===== src/rtl/fb_scanout.sv =====
// fb_scanout: VGA scan-out stage. Walks the raster, reads the 2-bit draw
// buffer one pixel ahead, maps it through a fixed palette and drives
// sync/DE/RGB. Owns front/back buffer selection and swaps at vblank.
// Ports: clk, rst (sync, active-high), pix_stb (pixel enable),
//   swap_req/swap_ack (swap handshake), front_sel (scanned buffer),
//   draw_addr_read/draw_data_out (buffer read, 1 clk latency),
//   vga_r/g/b, vga_hs, vga_vs (active-low), vga_de, frame_start.
// Option: define SCANOUT_BORDER_EN to force a white 1-pixel border.
module fb_scanout #(
  parameter int DRAW_WIDTH  = 640,
  parameter int DRAW_HEIGHT = 480,
  parameter int H_FP        = 16,
  parameter int H_SYNC      = 96,
  parameter int H_BP        = 48,
  parameter int V_FP        = 10,
  parameter int V_SYNC      = 2,
  parameter int V_BP        = 33,
  parameter int DRAW_DATAW  = 2,
  parameter int DRAW_ADDRW  = $clog2(DRAW_WIDTH * DRAW_HEIGHT)
) (
  input  logic                  clk,
  input  logic                  rst,
  input  logic                  pix_stb,
  input  logic                  swap_req,
  output logic                  swap_ack,
  output logic                  front_sel,
  output logic [DRAW_ADDRW-1:0] draw_addr_read,
  input  logic [DRAW_DATAW-1:0] draw_data_out,
  output logic [3:0]            vga_r,
  output logic [3:0]            vga_g,
  output logic [3:0]            vga_b,
  output logic                  vga_hs,
  output logic                  vga_vs,
  output logic                  vga_de,
  output logic                  frame_start
);

  localparam int H_TOTAL = DRAW_WIDTH + H_FP + H_SYNC + H_BP;
  localparam int V_TOTAL = DRAW_HEIGHT + V_FP + V_SYNC + V_BP;
  localparam int HW = $clog2(H_TOTAL);
  localparam int VW = $clog2(V_TOTAL);

  localparam logic [HW-1:0] H_LAST  = HW'(H_TOTAL - 1);
  localparam logic [HW-1:0] H_ACT   = HW'(DRAW_WIDTH);
  localparam logic [HW-1:0] H_ALAST = HW'(DRAW_WIDTH - 1);
  localparam logic [HW-1:0] HS_BEG  = HW'(DRAW_WIDTH + H_FP);
  localparam logic [HW-1:0] HS_END  = HW'(DRAW_WIDTH + H_FP + H_SYNC - 1);
  localparam logic [VW-1:0] V_LAST  = VW'(V_TOTAL - 1);
  localparam logic [VW-1:0] V_ACT   = VW'(DRAW_HEIGHT);
  localparam logic [VW-1:0] V_ALAST = VW'(DRAW_HEIGHT - 1);
  localparam logic [VW-1:0] VS_BEG  = VW'(DRAW_HEIGHT + V_FP);
  localparam logic [VW-1:0] VS_END  = VW'(DRAW_HEIGHT + V_FP + V_SYNC - 1);
  localparam logic [DRAW_ADDRW-1:0] LINE_STEP = DRAW_ADDRW'(DRAW_WIDTH);

`ifdef SCANOUT_BORDER_EN
  localparam bit BORDER_EN = 1'b1;
`else
  localparam bit BORDER_EN = 1'b0;
`endif

  typedef enum logic {IDLE, PENDING} state_e;

  state_e                state_q, state_d;
  logic [HW-1:0]         sx_q, sx_d;
  logic [VW-1:0]         sy_q, sy_d;
  logic [DRAW_ADDRW-1:0] base_q, base_d;
  logic [DRAW_ADDRW-1:0] addr_q, addr_d;
  logic [11:0]           rgb_q, rgb_d;
  logic                  de_q, hs_q, vs_q;
  logic                  ack_q, fsel_q, fs_q;

  logic h_wrap, v_wrap, swap_pt, swap_fire;
  logic de_cur, hs_cur, vs_cur, border;

  // Raster advance; base tracks sy*DRAW_WIDTH only across active lines.
  always_comb begin
    h_wrap = (sx_q == H_LAST);
    v_wrap = (sy_q == V_LAST);
    sx_d   = h_wrap ? '0 : sx_q + 1'b1;
    sy_d   = sy_q;
    base_d = base_q;
    if (h_wrap) begin
      if (v_wrap) begin
        sy_d   = '0;
        base_d = '0;
      end else begin
        sy_d = sy_q + 1'b1;
        if (sy_q < V_ALAST)
          base_d = base_q + LINE_STEP;
      end
    end
    if (sx_d < H_ACT && sy_d < V_ACT)
      addr_d = base_d + DRAW_ADDRW'(sx_d);
    else
      addr_d = addr_q;
  end

  // Output values for the position held before the advance.
  always_comb begin
    de_cur = (sx_q < H_ACT) && (sy_q < V_ACT);
    hs_cur = !((sx_q >= HS_BEG) && (sx_q <= HS_END));
    vs_cur = !((sy_q >= VS_BEG) && (sy_q <= VS_END));
    border = BORDER_EN &&
             (sx_q == '0 || sx_q == H_ALAST ||
              sy_q == '0 || sy_q == V_ALAST);
    rgb_d  = 12'h000;
    if (de_cur) begin
      unique case (draw_data_out)
        2'd0:    rgb_d = 12'h000;
        2'd1:    rgb_d = 12'h00F;
        2'd2:    rgb_d = 12'h0F0;
        default: rgb_d = 12'hFFF;
      endcase
      if (border)
        rgb_d = 12'hFFF;
    end
  end

  // Swap FSM: swap point is the strobe entering the first blanking line.
  always_comb begin
    swap_pt   = pix_stb && h_wrap && (sy_q == V_ALAST);
    state_d   = state_q;
    swap_fire = 1'b0;
    unique case (state_q)
      IDLE: begin
        if (swap_req && swap_pt)
          swap_fire = 1'b1;
        else if (swap_req)
          state_d = PENDING;
      end
      PENDING: begin
        if (swap_pt) begin
          swap_fire = 1'b1;
          state_d   = IDLE;
        end
      end
      default: state_d = IDLE;
    endcase
  end

  always_ff @(posedge clk) begin
    if (rst) begin
      state_q <= IDLE;
      sx_q    <= '0;
      sy_q    <= '0;
      base_q  <= '0;
      addr_q  <= '0;
      rgb_q   <= '0;
      de_q    <= 1'b0;
      hs_q    <= 1'b1;
      vs_q    <= 1'b1;
      ack_q   <= 1'b0;
      fsel_q  <= 1'b0;
      fs_q    <= 1'b0;
    end else begin
      state_q <= state_d;
      ack_q   <= swap_fire;
      fsel_q  <= fsel_q ^ swap_fire;
      fs_q    <= pix_stb && h_wrap && v_wrap;
      if (pix_stb) begin
        sx_q   <= sx_d;
        sy_q   <= sy_d;
        base_q <= base_d;
        addr_q <= addr_d;
        rgb_q  <= rgb_d;
        de_q   <= de_cur;
        hs_q   <= hs_cur;
        vs_q   <= vs_cur;
      end
    end
  end

  assign draw_addr_read = addr_q;
  assign {vga_r, vga_g, vga_b} = rgb_q;
  assign vga_de      = de_q;
  assign vga_hs      = hs_q;
  assign vga_vs      = vs_q;
  assign swap_ack    = ack_q;
  assign front_sel   = fsel_q;
  assign frame_start = fs_q;

endmodule


===== config.mk =====
export PLATFORM = sky130hd
export DESIGN_NAME = fb_scanout
export DESIGN_NICKNAME = d
export VERILOG_FILES = /design/src/rtl/fb_scanout.sv
export SDC_FILE = /design/constraint.sdc
export NUM_CORES = 1
export LEC_CHECK = 0
export CORE_AREA = 3 3 86 88
export DETAILED_ROUTE_END_ITERATION = 8
export DIE_AREA = 0 0 89 91
export PLACE_DENSITY = 0.94
export RECOVER_POWER = 100
export SLEW_MARGIN = 10
export SYNTH_ARGS = -nofsm -noshare
export SYNTH_HDL_FRONTEND = slang
export SYNTH_SLANG_ARGS = --single-unit

===== constraint.sdc =====
create_clock -name clk -period 6.83 [get_ports clk]
set_clock_uncertainty 0.1 [all_clocks]
set_input_delay 1.7075 -clock clk [delete_from_list [all_inputs] [get_ports clk]]
set_output_delay 1.7075 -clock clk [all_outputs]
set_load 0.01 [all_outputs]

==> impl_summary.log, run 1 <==
[metrics] Vert. Die Dim: ~91 microns
[metrics] antenna violations before repair: 0
[metrics] Period Utilization, post-route: roughly 75%
[metrics] number of nets in the layout: 532
[metrics] normalized max-slew margin: 8.30%
[metrics] Max H-tree Level: 3
[metrics] HPWL Detailed: 6400 microns
[metrics] Worst Max-Slew Pin Slew: between 1 and 1.5 ns
[metrics] reg2reg path depth: 14
[metrics] DRC viols: 0
[metrics] top cells by area, synth: sky130_fd_sc_hd__dfxtp_1, sky130_fd_sc_hd__nor2_1, sky130_fd_sc_hd__ha_1
[metrics] number of buffers added to fix hold violations after cts: 0
[metrics] terminus of the critical flop-to-flop path: draw_addr_read[18]
[metrics] count of mapped cells out of synthesis: 491
[metrics] number of pins with negative max-slew slack in the final report: 0
[metrics] count of yosys warnings during synthesis: 0
[metrics] TritonCTS clock tree: done
[metrics] number of global-route vias before repair: about 3400
[metrics] peak clock frequency supported by timing: between 150 and 200 MHz
[metrics] number of gates given a new drive strength after cts: 0
[metrics] crit path max-delay cell type: sky130_fd_sc_hd__or3_1
[metrics] Fin. Hold Viols: 0
[metrics] final std cell area, no fill: 0.00449 sq mm
[metrics] count of clock tree sinks: 68
[metrics] required time of the worst setup path: approximately 7 ns
[metrics] largest area contributor in the synthesized netlist: sky130_fd_sc_hd__dfxtp_1
[metrics] Antenna Nets Post-Route: 0
[metrics] sum of negative setup slack: 0 ns
[metrics] source of the worst hold timing path: draw_addr_read[6]
[metrics] wire per inst: 15.5 microns
[metrics] most prevalent standard cell on the critical path: sky130_fd_sc_hd__ha_1
[metrics] synth cell count leaders: sky130_fd_sc_hd__nor2_1, sky130_fd_sc_hd__dfxtp_1, sky130_fd_sc_hd__nand2_1, sky130_fd_sc_hd__a21oi_1, sky130_fd_sc_hd__nor3_1
[metrics] worst voltage drop across the vdd grid: 90.4 uV
[metrics] Total Routed Length: roughly 9200 microns
[metrics] # placed instances: 579
[metrics] number of fill cells: 513
[metrics] area share of the leading cell type in the synthesized netlist: 33.9%
[metrics] number of buffers inserted during clock tree synthesis: 9
[metrics] cell-by-cell trace of the critical path: ha_1 -> nand3_1 -> or3_1 -> or2_0 -> and2_0 -> ha_1 -> fa_1 -> a21o_1 -> a211oi_1 -> o21ai_0 -> a41oi_1 -> nor4_1 -> a31o_2 -> a311oi_1
[metrics] Max-cap violations: 0
[metrics] status: finished clean
[metrics] vias per inst: 6.13
[metrics] Setup crit end kind: register
[metrics] Pwr Density: 168 mW/mm^2
[metrics] detailed-route via count: ~3600
[metrics] iteration-0 DRC count of the detailed router: 343
[metrics] sequential fraction of the synthesis area: 33.9%
[metrics] worst flop-to-flop path startpoint: sx_q[0]
[metrics] proportion of register bits with asynchronous set or reset after synthesis: 0%
[metrics] most common cell in the netlist: sky130_fd_sc_hd__nor2_1
[metrics] first-pass GRT wire length: roughly 15000 microns
[metrics] later-pin clock latency in the skew report: 0.35 ns
[metrics] Die X-Extent: 89 microns
[metrics] instance area after placement: 0.00436 sq mm
[metrics] RD Place Congestion: 0.898
[metrics] Critical Path Fanout Max: 16
[metrics] Leakage: 1.77 nW
[metrics] longest individual stage delay on the worst path: around 0.68 ns
[metrics] I/O pin count: 43
[metrics] worst hold path type: register to register
[metrics] fin crit period: roughly 5.1 ns
[metrics] std cell rows: 30
[metrics] post-layout util: 66.9%
[metrics] dominant synthesized flop cell: sky130_fd_sc_hd__dfxtp_1
[metrics] Data arrival, critical path: between 5 and 6 ns
[metrics] combined area of all synthesized cells: 0.00402 sq mm
[metrics] distinct cell type count after synthesis: 59
[metrics] DRT Pass-1 Iters: 8
[metrics] post-route total power: 0.757 mW
[metrics] unrepaired setup endpoints after global routing: false
[metrics] number of post-CTS setup repair buffers: 0
[metrics] count of buffers inserted at the top-level ports: 42
[metrics] critical path launch point type: register
[metrics] register bit count reported by yosys: 68
[metrics] kind of critical path: register to register
[metrics] P&R area growth vs syn: 11.9%
[metrics] depth of the worst hold-timing path: 2
[metrics] total inserted antenna cells: 0
[metrics] final setup violation count: 0
[metrics] sink of the worst hold path: draw_addr_read[6]
[metrics] count of flip-flops with a built-in enable after synthesis: 0
[metrics] sum of overflow across all layers after global routing: 0
[metrics] clock slew seen by the registers of the worst setup and hold paths: roughly 0.08 ns
[metrics] Longest Clk Path Bufs: 2
[metrics] Die Footprint: approximately 0.0081 sq mm
[metrics] register-to-register setup slack: about 1.7 ns
[metrics] overall routing resource usage: 23.4%
[metrics] share of layout cells above drive strength 1: 5.45%
[metrics] Mean Syn Cell Area: 8.18 sq um
[metrics] number of nets produced by synthesis: 513
[metrics] starting density of the core: 59.8%
[metrics] standard cell core area: 0.00672 sq mm
[metrics] clock root cell: sky130_fd_sc_hd__clkbuf_8
[metrics] Final Non-Filler Cells: 594
[metrics] largest net degree at the start of global routing: 57
how the worst max path moves through the flow:
stage / from / endpoint / slack, ns / cells after the start
finish: sx_q[0] / draw_addr_read[18] / 1.70 / 14
global route: sx_q[0] / draw_addr_read[18] / 1.31 / 14
CTS: sx_q[0] / draw_addr_read[18] / 2.04 / 14
detailed placement: sx_q[0] / draw_addr_read[18] / 2.09 / 14
global placement: sx_q[0] / draw_addr_read[18] / 2.28 / 14
floorplan: sx_q[0] / draw_addr_read[18] / 2.65 / 16
layout by cell type (no fill, tap or decap), drive strengths merged, types with 5 or more instances in the layout:
master / n
a211oi: 9
a21oi: 29
dlygate4sd3: 38
and2: 17
clkbuf: 13
mux2i: 13
xnor2: 18
ha: 15
nor2: 71
nor3: 23
nand3: 16
xor2: 16
inv: 10
and4: 5
and3: 7
nand2: 38
dfxtp: 68
nor4: 13
nand4: 9
o21ai: 19
a21o: 5
o21bai: 6
state kept, by name, summed over array words and instances (netlist names), 3 cells and up:
name	count
sy_q	10
base_q	19
rgb_q	3
draw_addr_read	19
sx_q	10
cells by family after synthesis:
logic type / share of synthesized area (%)
buffers and inverters: 5.98
DFF: 33.9
and+or+nand+nor: 28.1
xor gates and xnor gates: 7.42
muxes: 3.80
AOI/OAI and AO/OA: 15.6
adders and majority gates: 5.17
stage by stage:
step / setup WS, ns / hold slack, ns
final: 1.70 / 0.355
after floorplan: 2.65 / 0.321
after CTS: 2.04 / 0.360
after global routing: 1.31 / 0.380
after global placement: 2.28 / 0.333
after detailed placement: 2.09 / 0.339
critical path: cells and delay by family, from the launching register on:
family,cells,cell delay [ns]
flip-flops,1,0.42
AO/OA/AOI/OAI,6,1.64
adder cells (fa/ha/maj),3,0.91
AND/OR/NAND/NOR,5,1.97
layer usage:
layer | vias up | track usage [%] | routed length [microns]
met2 | 144 | 40.0 | 4670
met5 | - | 0 | 0
li1 | 1768 | - | -
met3 | 29 | 3.99 | 540
met1 | 1701 | 27.6 | 3680
met4 | 0 | 11.5 | 306
cell type report:
cell class,count,area (sq um),share of cell area [%]
inverters,10,37.5,0.835
multi-input cells,375,2400,53.4
clock inverters,4,27.5,0.612
well taps,80,100,2.23
repair buffers,46,438,9.74
clock buffers,11,131,2.92
flip-flops and latches,68,1360,30.3
where the power goes:
group | internal, mW | switching, mW
Sequential | 0.405 | 0.00577
Combinational | 0.0264 | 0.0366
Clock | 0.130 | 0.153
Total | 0.561 | 0.196
Note: power is estimated with default switching activity, not from simulation.
==> run 2: changes to the inputs <==
--- a/config.mk
+++ b/config.mk
@@ -5,10 +5,10 @@
 export SDC_FILE = /design/constraint.sdc
 export NUM_CORES = 1
 export LEC_CHECK = 0
-export CORE_AREA = 3 3 86 88
+export CORE_AREA = 3 3 88 90
 export DETAILED_ROUTE_END_ITERATION = 8
-export DIE_AREA = 0 0 89 91
-export PLACE_DENSITY = 0.94
+export DIE_AREA = 0 0 91 93
+export PLACE_DENSITY = 0.9
 export RECOVER_POWER = 100
 export SLEW_MARGIN = 10
 export SYNTH_ARGS = -nofsm -noshare
==> constraint.sdc (replaced) <==
create_clock -name clk -period 4.95 [get_ports clk]
set_clock_uncertainty 0.1 [all_clocks]
set_input_delay 1.2375 -clock clk [delete_from_list [all_inputs] [get_ports clk]]
set_output_delay 1.2375 -clock clk [all_outputs]
set_load 0.01 [all_outputs]
==> run 2 against run 1 <==
  * Sequential share of layout area shrank 0.61 points
  * Count of clock-buffer cells in the layout is 1 higher
  * Setup slack lost 1.2 ns
  * Sequential cell count stayed put
  * Non-clock buffer count is 3 higher
  * Utilization down 2.6 points
  * Critical path type unchanged
  * Critical endpoint unchanged
==> impl_summary.log, run 2 (same netlist as run 1, synthesis figures left out) <==
[metrics] met3 demand-to-capacity share in global routing: 6.28%
[metrics] critical path launch point type: register
[metrics] number of nets in the layout: around 540
[metrics] number of gates given a new drive strength after cts: 0
[metrics] later-pin clock latency in the skew report: 0.35 ns
[metrics] Fin. Hold Viols: 0
[metrics] number of pins with negative max-slew slack in the final report: 0
[metrics] dominant delay contributor by cell family on the critical path: compound AO/OA/AOI/OAI gates
[metrics] TritonCTS clock tree: done
[metrics] setup ws final: between 0.5 and 0.6 ns
[metrics] detailed-route via count: 3688
[metrics] sum of overflow across all layers after global routing: 0
[metrics] DRC viols: 0
[metrics] unrepaired setup endpoints after global routing: false
[metrics] Max H-tree Level: 3
[metrics] Data arrival, critical path: about 4.6 ns
[metrics] Setup crit start: sx_q[0]
[metrics] Worst Max-Slew Pin Slew: 1.45 ns
[metrics] standard cell core area: 0.00714 sq mm
[metrics] normalized max-slew margin: 3.64%
[metrics] peak clock frequency supported by timing: between 200 and 250 MHz
[metrics] starting density of the core: 56.3%
[metrics] share of layout cells above drive strength 1: between 6 and 7%
[metrics] P&R area growth vs syn: 14.2%
[metrics] count of buffers inserted at the top-level ports: 42
[metrics] cell-by-cell trace of the critical path: ha_1 -> nand3_1 -> or3_1 -> or2_4 -> and2_0 -> ha_1 -> fa_1 -> a21o_1 -> a211oi_1 -> o21ai_0 -> a41oi_1 -> nor4_1 -> a31o_2 -> a311oi_1
[metrics] clock slew seen by the registers of the worst setup and hold paths: 0.07 ns
[metrics] Pwr Density: 251 mW/mm^2
[metrics] vias per inst: around 6
[metrics] reg2reg path depth: 14
[metrics] most common library cell in the layout ignoring fill and taps: sky130_fd_sc_hd__nor2_1
[metrics] crit path max-delay cell type: sky130_fd_sc_hd__dfxtp_1
[metrics] first-pass GRT wire length: 16100 microns
[metrics] total inserted antenna cells: 0
[metrics] number of buffers added to fix hold violations after cts: 0
[metrics] overall routing resource usage: 23.2%
[metrics] I/O pin count: 43
[metrics] longest individual stage delay on the worst path: roughly 0.43 ns
[metrics] fin crit period: 4.42 ns
[metrics] std cell rows: 31
[metrics] Crit path depth: 14
[metrics] Antenna Nets Post-Route: 0
[metrics] largest net degree at the start of global routing: 35
[metrics] Critical Path Fanout Max: 13
[metrics] final setup violation count: 0
[metrics] HPWL Detailed: 6600 microns
[metrics] most prevalent standard cell on the critical path: sky130_fd_sc_hd__ha_1
[metrics] Total Routed Length: between 9000 and 10000 microns
[metrics] status: finished clean
[metrics] Setup crit end kind: register
[metrics] wire per inst: around 15 microns
[metrics] depth of the worst hold-timing path: 2
[metrics] clock root cell: sky130_fd_sc_hd__clkbuf_8
[metrics] met1 track demand over resource in global routing: 26.7%
[metrics] iteration-0 DRC count of the detailed router: 331
[metrics] kind of critical path: register to register
[metrics] antenna violations before repair: 0
[metrics] number of post-CTS setup repair buffers: 0
[metrics] DRT Pass-1 Iters: 6
[metrics] number of global-route vias before repair: 3519
[metrics] worst hold path type: register to register
[metrics] count of clock tree sinks: about 70
[metrics] Vert. Die Dim: roughly 93 microns
[metrics] Leakage: around 1.8 nW
[metrics] Max-cap violations: 0
[metrics] global routing met2 resource utilization: 39.2%
[metrics] worst voltage drop across the vdd grid: 161 uV
[metrics] combined buffer and inverter count along the critical path: 0
[metrics] Die X-Extent: between 90 and 100 microns
[metrics] worst flop-to-flop path startpoint: sx_q[0]
[metrics] Longest Clk Path Bufs: 2
[metrics] required time of the worst setup path: 5.12 ns
[metrics] Period Utilization, post-route: between 80 and 90%
[metrics] sum of negative setup slack: 0 ns
[metrics] Die Footprint: 0.00846 sq mm
[metrics] leading cell types in the layout, fill and taps excluded: sky130_fd_sc_hd__nor2_1, sky130_fd_sc_hd__dfxtp_1, sky130_fd_sc_hd__nand2_1, sky130_fd_sc_hd__dlygate4sd3_1, sky130_fd_sc_hd__a21oi_1
[metrics] RD Place Congestion: 0.868
[metrics] source of the worst hold timing path: draw_addr_read[10]
[metrics] number of buffers inserted during clock tree synthesis: 9
[metrics] most congested layer reported by global routing: met2
[metrics] pre-CTS worst setup slack: between 0.6 and 0.7 ns
==> run 2: worst paths after layout <==
| path | end | slack (ns) |
|---|---|---|
| worst max-delay path | draw_addr_read[18] | 0.53 |
| worst min-delay path | draw_addr_read[10] | 0.35 |
| worst max register to register | draw_addr_read[18] | 0.53 |
| worst min register to register | draw_addr_read[10] | 0.35 |
==> run 2: area by class of cell <==
class / instances / area (sq um)
fill: 610 / 2550
multi-input combinational: 375 / 2400
sequential: 68 / 1360
timing repair buffer: 49 / 458
clock buffer: 12 / 145
tap: 99 / 124
clock inverter: 2 / 60.1
inverter: 10 / 37.5
==> run 2: metrics by stage <==
stage / cells / total power [mW] / utilization [%] / cell area [sq um] / hold WS (ns)
after floorplan: 491 / 0.637 / - / 4020 / 0.321
after global placement: 601 / 0.670 / 61.7 / 4400 / 0.334
after detailed placement: 601 / 0.673 / 61.7 / 4400 / 0.336
after CTS: 615 / 1.16 / 64.6 / 4610 / 0.355
after global routing: 615 / 1.19 / 64.3 / 4590 / 0.375
final: 615 / 1.15 / 64.3 / 4590 / 0.352
==> run 2: metal layers <==
layer,up-vias,wire [microns]
met1,1745,4000
met4,0,360
met3,37,530
met2,137,4600
met5,-,0
li1,1769,-
==> run 2: worst min-delay path, cell delays in order (launching register included) <==
cell                      delay, ns
sky130_fd_sc_hd__dfxtp_1       0.31
sky130_fd_sc_hd__nand2_1       0.05
sky130_fd_sc_hd__a21oi_1       0.05
==> run 2: where the power goes <==
part | internal [mW] | total, mW | switching, mW
registers | 0.558 | 0.567 | 0.00849
logic | 0.0368 | 0.0873 | 0.0505
clock network | 0.292 | 0.496 | 0.204
total | 0.888 | 1.15 | 0.263
==> run 3: changes to the inputs <==
--- a/config.mk
+++ b/config.mk
@@ -5,11 +5,12 @@
 export SDC_FILE = /design/constraint.sdc
 export NUM_CORES = 1
 export LEC_CHECK = 0
-export CORE_AREA = 3 3 88 90
+export CORE_AREA = 5 5 90 92
 export DETAILED_ROUTE_END_ITERATION = 8
-export DIE_AREA = 0 0 91 93
+export DIE_AREA = 0 0 95 97
+export MAX_ROUTING_LAYER = met4
 export PLACE_DENSITY = 0.9
-export RECOVER_POWER = 100
+export RECOVER_POWER = 25
 export SLEW_MARGIN = 10
 export SYNTH_ARGS = -nofsm -noshare
 export SYNTH_HDL_FRONTEND = slang
==> run 3 against run 2 <==
  * Combinational power increased by 4.7%
  * Utilization shrank 0.14 points
  * Highest routed layer unchanged
  * Sequential cell count stayed put
  * Count of clock-buffer cells in the layout grew 2
  * First-iteration DRC count fell by 18%
  * Fmax is essentially flat
  * Clock power fell by 12%
  * Power shrank 4.8%
  * Largest cell class unchanged
  * Global-route usage is 0.91 points lower
  * Sequential share of layout area increased by 0.065 points
  * Critical path type unchanged
  * Die area up 8.9%
==> impl_summary.log, run 3 (same netlist as run 1, synthesis figures left out) <==
[metrics] Total Routed Length: 9350 microns
[metrics] Period Utilization, post-route: 89.3%
[metrics] I/O pin count: 43
[metrics] number of buffers added to fix hold violations after cts: 0
[metrics] source of the worst hold timing path: base_q[5]
[metrics] worst hold path type: register to register
[metrics] number of global-route vias before repair: about 3600
[metrics] HPWL Detailed: 6480 microns
[metrics] unrepaired setup endpoints after global routing: false
[metrics] DRT Pass-1 Iters: 5
[metrics] final setup violation count: 0
[metrics] sum of negative setup slack: 0 ns
[metrics] required time of the worst setup path: between 5 and 6 ns
[metrics] starting density of the core: 56.3%
[metrics] share of layout cells above drive strength 1: 6.59%
[metrics] overall routing resource usage: between 20% and 30%
[metrics] later-pin clock latency in the skew report: 0.36 ns
[metrics] P&R area growth vs syn: 14.0%
[metrics] RD Place Congestion: about 0.9
[metrics] post-route total power: 1.10 mW
[metrics] TritonCTS clock tree: done
[metrics] number of pins with negative max-slew slack in the final report: 0
[metrics] number of fill cells: 617
[metrics] largest net degree at the start of global routing: 57
[metrics] standard cell core area: around 0.0071 sq mm
[metrics] number of gates given a new drive strength after cts: 0
[metrics] iteration-0 DRC count of the detailed router: approximately 270
[metrics] number of nets in the layout: 534
[metrics] worst flop-to-flop path startpoint: sx_q[1]
[metrics] first-pass GRT wire length: 16300 microns
[metrics] Setup crit start: sx_q[1]
[metrics] clock slew seen by the registers of the worst setup and hold paths: 0.08 ns
[metrics] clock root cell: sky130_fd_sc_hd__clkbuf_8
[metrics] # placed instances: 600
[metrics] detailed-route via count: 3604
[metrics] reg2reg path depth: 14
[metrics] Pwr Density: roughly 240 mW/mm^2
[metrics] worst hold slack: 0.356 ns
[metrics] vias per inst: slightly below 6
[metrics] number of buffers inserted during clock tree synthesis: 9
[metrics] Fin. Hold Viols: 0
[metrics] sum of overflow across all layers after global routing: 0
[metrics] sink of the worst hold path: base_q[5]
[metrics] peak clock frequency supported by timing: 226 MHz
[metrics] Vert. Die Dim: slightly below 100 microns
[metrics] total inserted antenna cells: 0
[metrics] depth of the worst hold-timing path: 1
[metrics] Critical Path Fanout Max: 13
[metrics] number of post-CTS setup repair buffers: 0
[metrics] Data arrival, critical path: 4.58 ns
[metrics] DRC viols: 0
[metrics] Final Non-Filler Cells: 615
[metrics] most common library cell in the layout ignoring fill and taps: sky130_fd_sc_hd__nor2_1
[metrics] leading cell types in the layout, fill and taps excluded: sky130_fd_sc_hd__nor2_1, sky130_fd_sc_hd__dfxtp_1, sky130_fd_sc_hd__nand2_1, sky130_fd_sc_hd__a21oi_1, sky130_fd_sc_hd__clkdlybuf4s50_1
[metrics] Max-cap violations: 0
[metrics] critical path launch point type: register
[metrics] worst voltage drop across the vdd grid: between 150 and 200 uV
[metrics] Max H-tree Level: 3
[metrics] wire per inst: 15.2 microns
[metrics] antenna violations before repair: 0
[metrics] Die Footprint: 0.00922 sq mm
[metrics] Sequential cell area: 0.00136 sq mm
[metrics] fin crit period: 4.42 ns
[metrics] register-to-register setup slack: around 0.53 ns
[metrics] Setup crit end kind: register
[metrics] count of clock tree sinks: between 60 and 70
[metrics] Longest Clk Path Bufs: 2
[metrics] count of buffers inserted at the top-level ports: 42
[metrics] Leakage: 1.75 nW
[metrics] normalized max-slew margin: 5.93%
[metrics] status: finished clean
[metrics] Worst Max-Slew Pin Slew: about 1.4 ns
[metrics] Die X-Extent: 95 microns
[metrics] kind of critical path: register to register
[metrics] area occupied by multi-input gates: 0.00241 sq mm
[metrics] std cell rows: 31
[metrics] terminus of the critical flop-to-flop path: draw_addr_read[16]
[metrics] Antenna Nets Post-Route: 0
-- run 3: critical path, cell delays in order (launching register included) --
cell	delay (ns)
sky130_fd_sc_hd__dfxtp_1	0.41
sky130_fd_sc_hd__ha_1	0.25
sky130_fd_sc_hd__nand3_1	0.19
sky130_fd_sc_hd__or3_1	0.43
sky130_fd_sc_hd__or2_4	0.33
sky130_fd_sc_hd__and2_1	0.19
sky130_fd_sc_hd__ha_1	0.22
sky130_fd_sc_hd__fa_1	0.43
sky130_fd_sc_hd__a21o_1	0.22
sky130_fd_sc_hd__a211oi_1	0.30
sky130_fd_sc_hd__o21ai_0	0.16
sky130_fd_sc_hd__a41oi_1	0.43
sky130_fd_sc_hd__nor4_2	0.13
sky130_fd_sc_hd__a21bo_2	0.25
sky130_fd_sc_hd__a311oi_1	0.27
-- run 3: final cells by class --
| class | instances | share of cell area [%] |
|---|---|---|
| tap | 99 | 2.71 |
| clock inverter | 1 | 0.109 |
| clock buffer | 14 | 3.99 |
| multi-input combinational | 375 | 52.7 |
| timing repair buffer | 48 | 9.90 |
| inverter | 10 | 0.820 |
| sequential | 68 | 29.7 |
-- run 3: where the power goes --
group,internal (mW),switching [mW],leakage (nW)
clock network,0.233,0.204,0.0986
registers,0.559,0.00862,0.552
logic,0.0402,0.0512,1.10
-- run 3: through the flow --
step / util [%] / instance area, sq um / setup slack (ns)
2_1_floorplan: - / 4020 / 0.771
3_3_place_gp: 61.6 / 4400 / 0.779
3_5_place_dp: 61.6 / 4400 / 0.609
4_1_cts: 64.2 / 4580 / 0.570
5_1_grt: 64.1 / 4580 / 0.295
6_report: 64.1 / 4580 / 0.531
-- run 3: per-layer routing --
metal	global-route usage (%)	share of wire, %	vias to the layer above
li1	-	-	1770
met1	26.1	43	1666
met2	35.5	48	125
met3	4.81	5.3	43
met4	11.5	3.6	0
met5	-	0	-
-- run 3: worst max-delay path by stage --
| stage | end | slack, ns | cells after the start |
|---|---|---|---|
| 2_1_floorplan | draw_addr_read[18] | 0.77 | 16 |
| 3_5_place_dp | draw_addr_read[16] | 0.61 | 14 |
| 6_report | draw_addr_read[16] | 0.53 | 14 |
| 3_3_place_gp | draw_addr_read[18] | 0.78 | 14 |
| 5_1_grt | draw_addr_read[16] | 0.29 | 14 |
| 4_1_cts | draw_addr_read[16] | 0.57 | 14 |
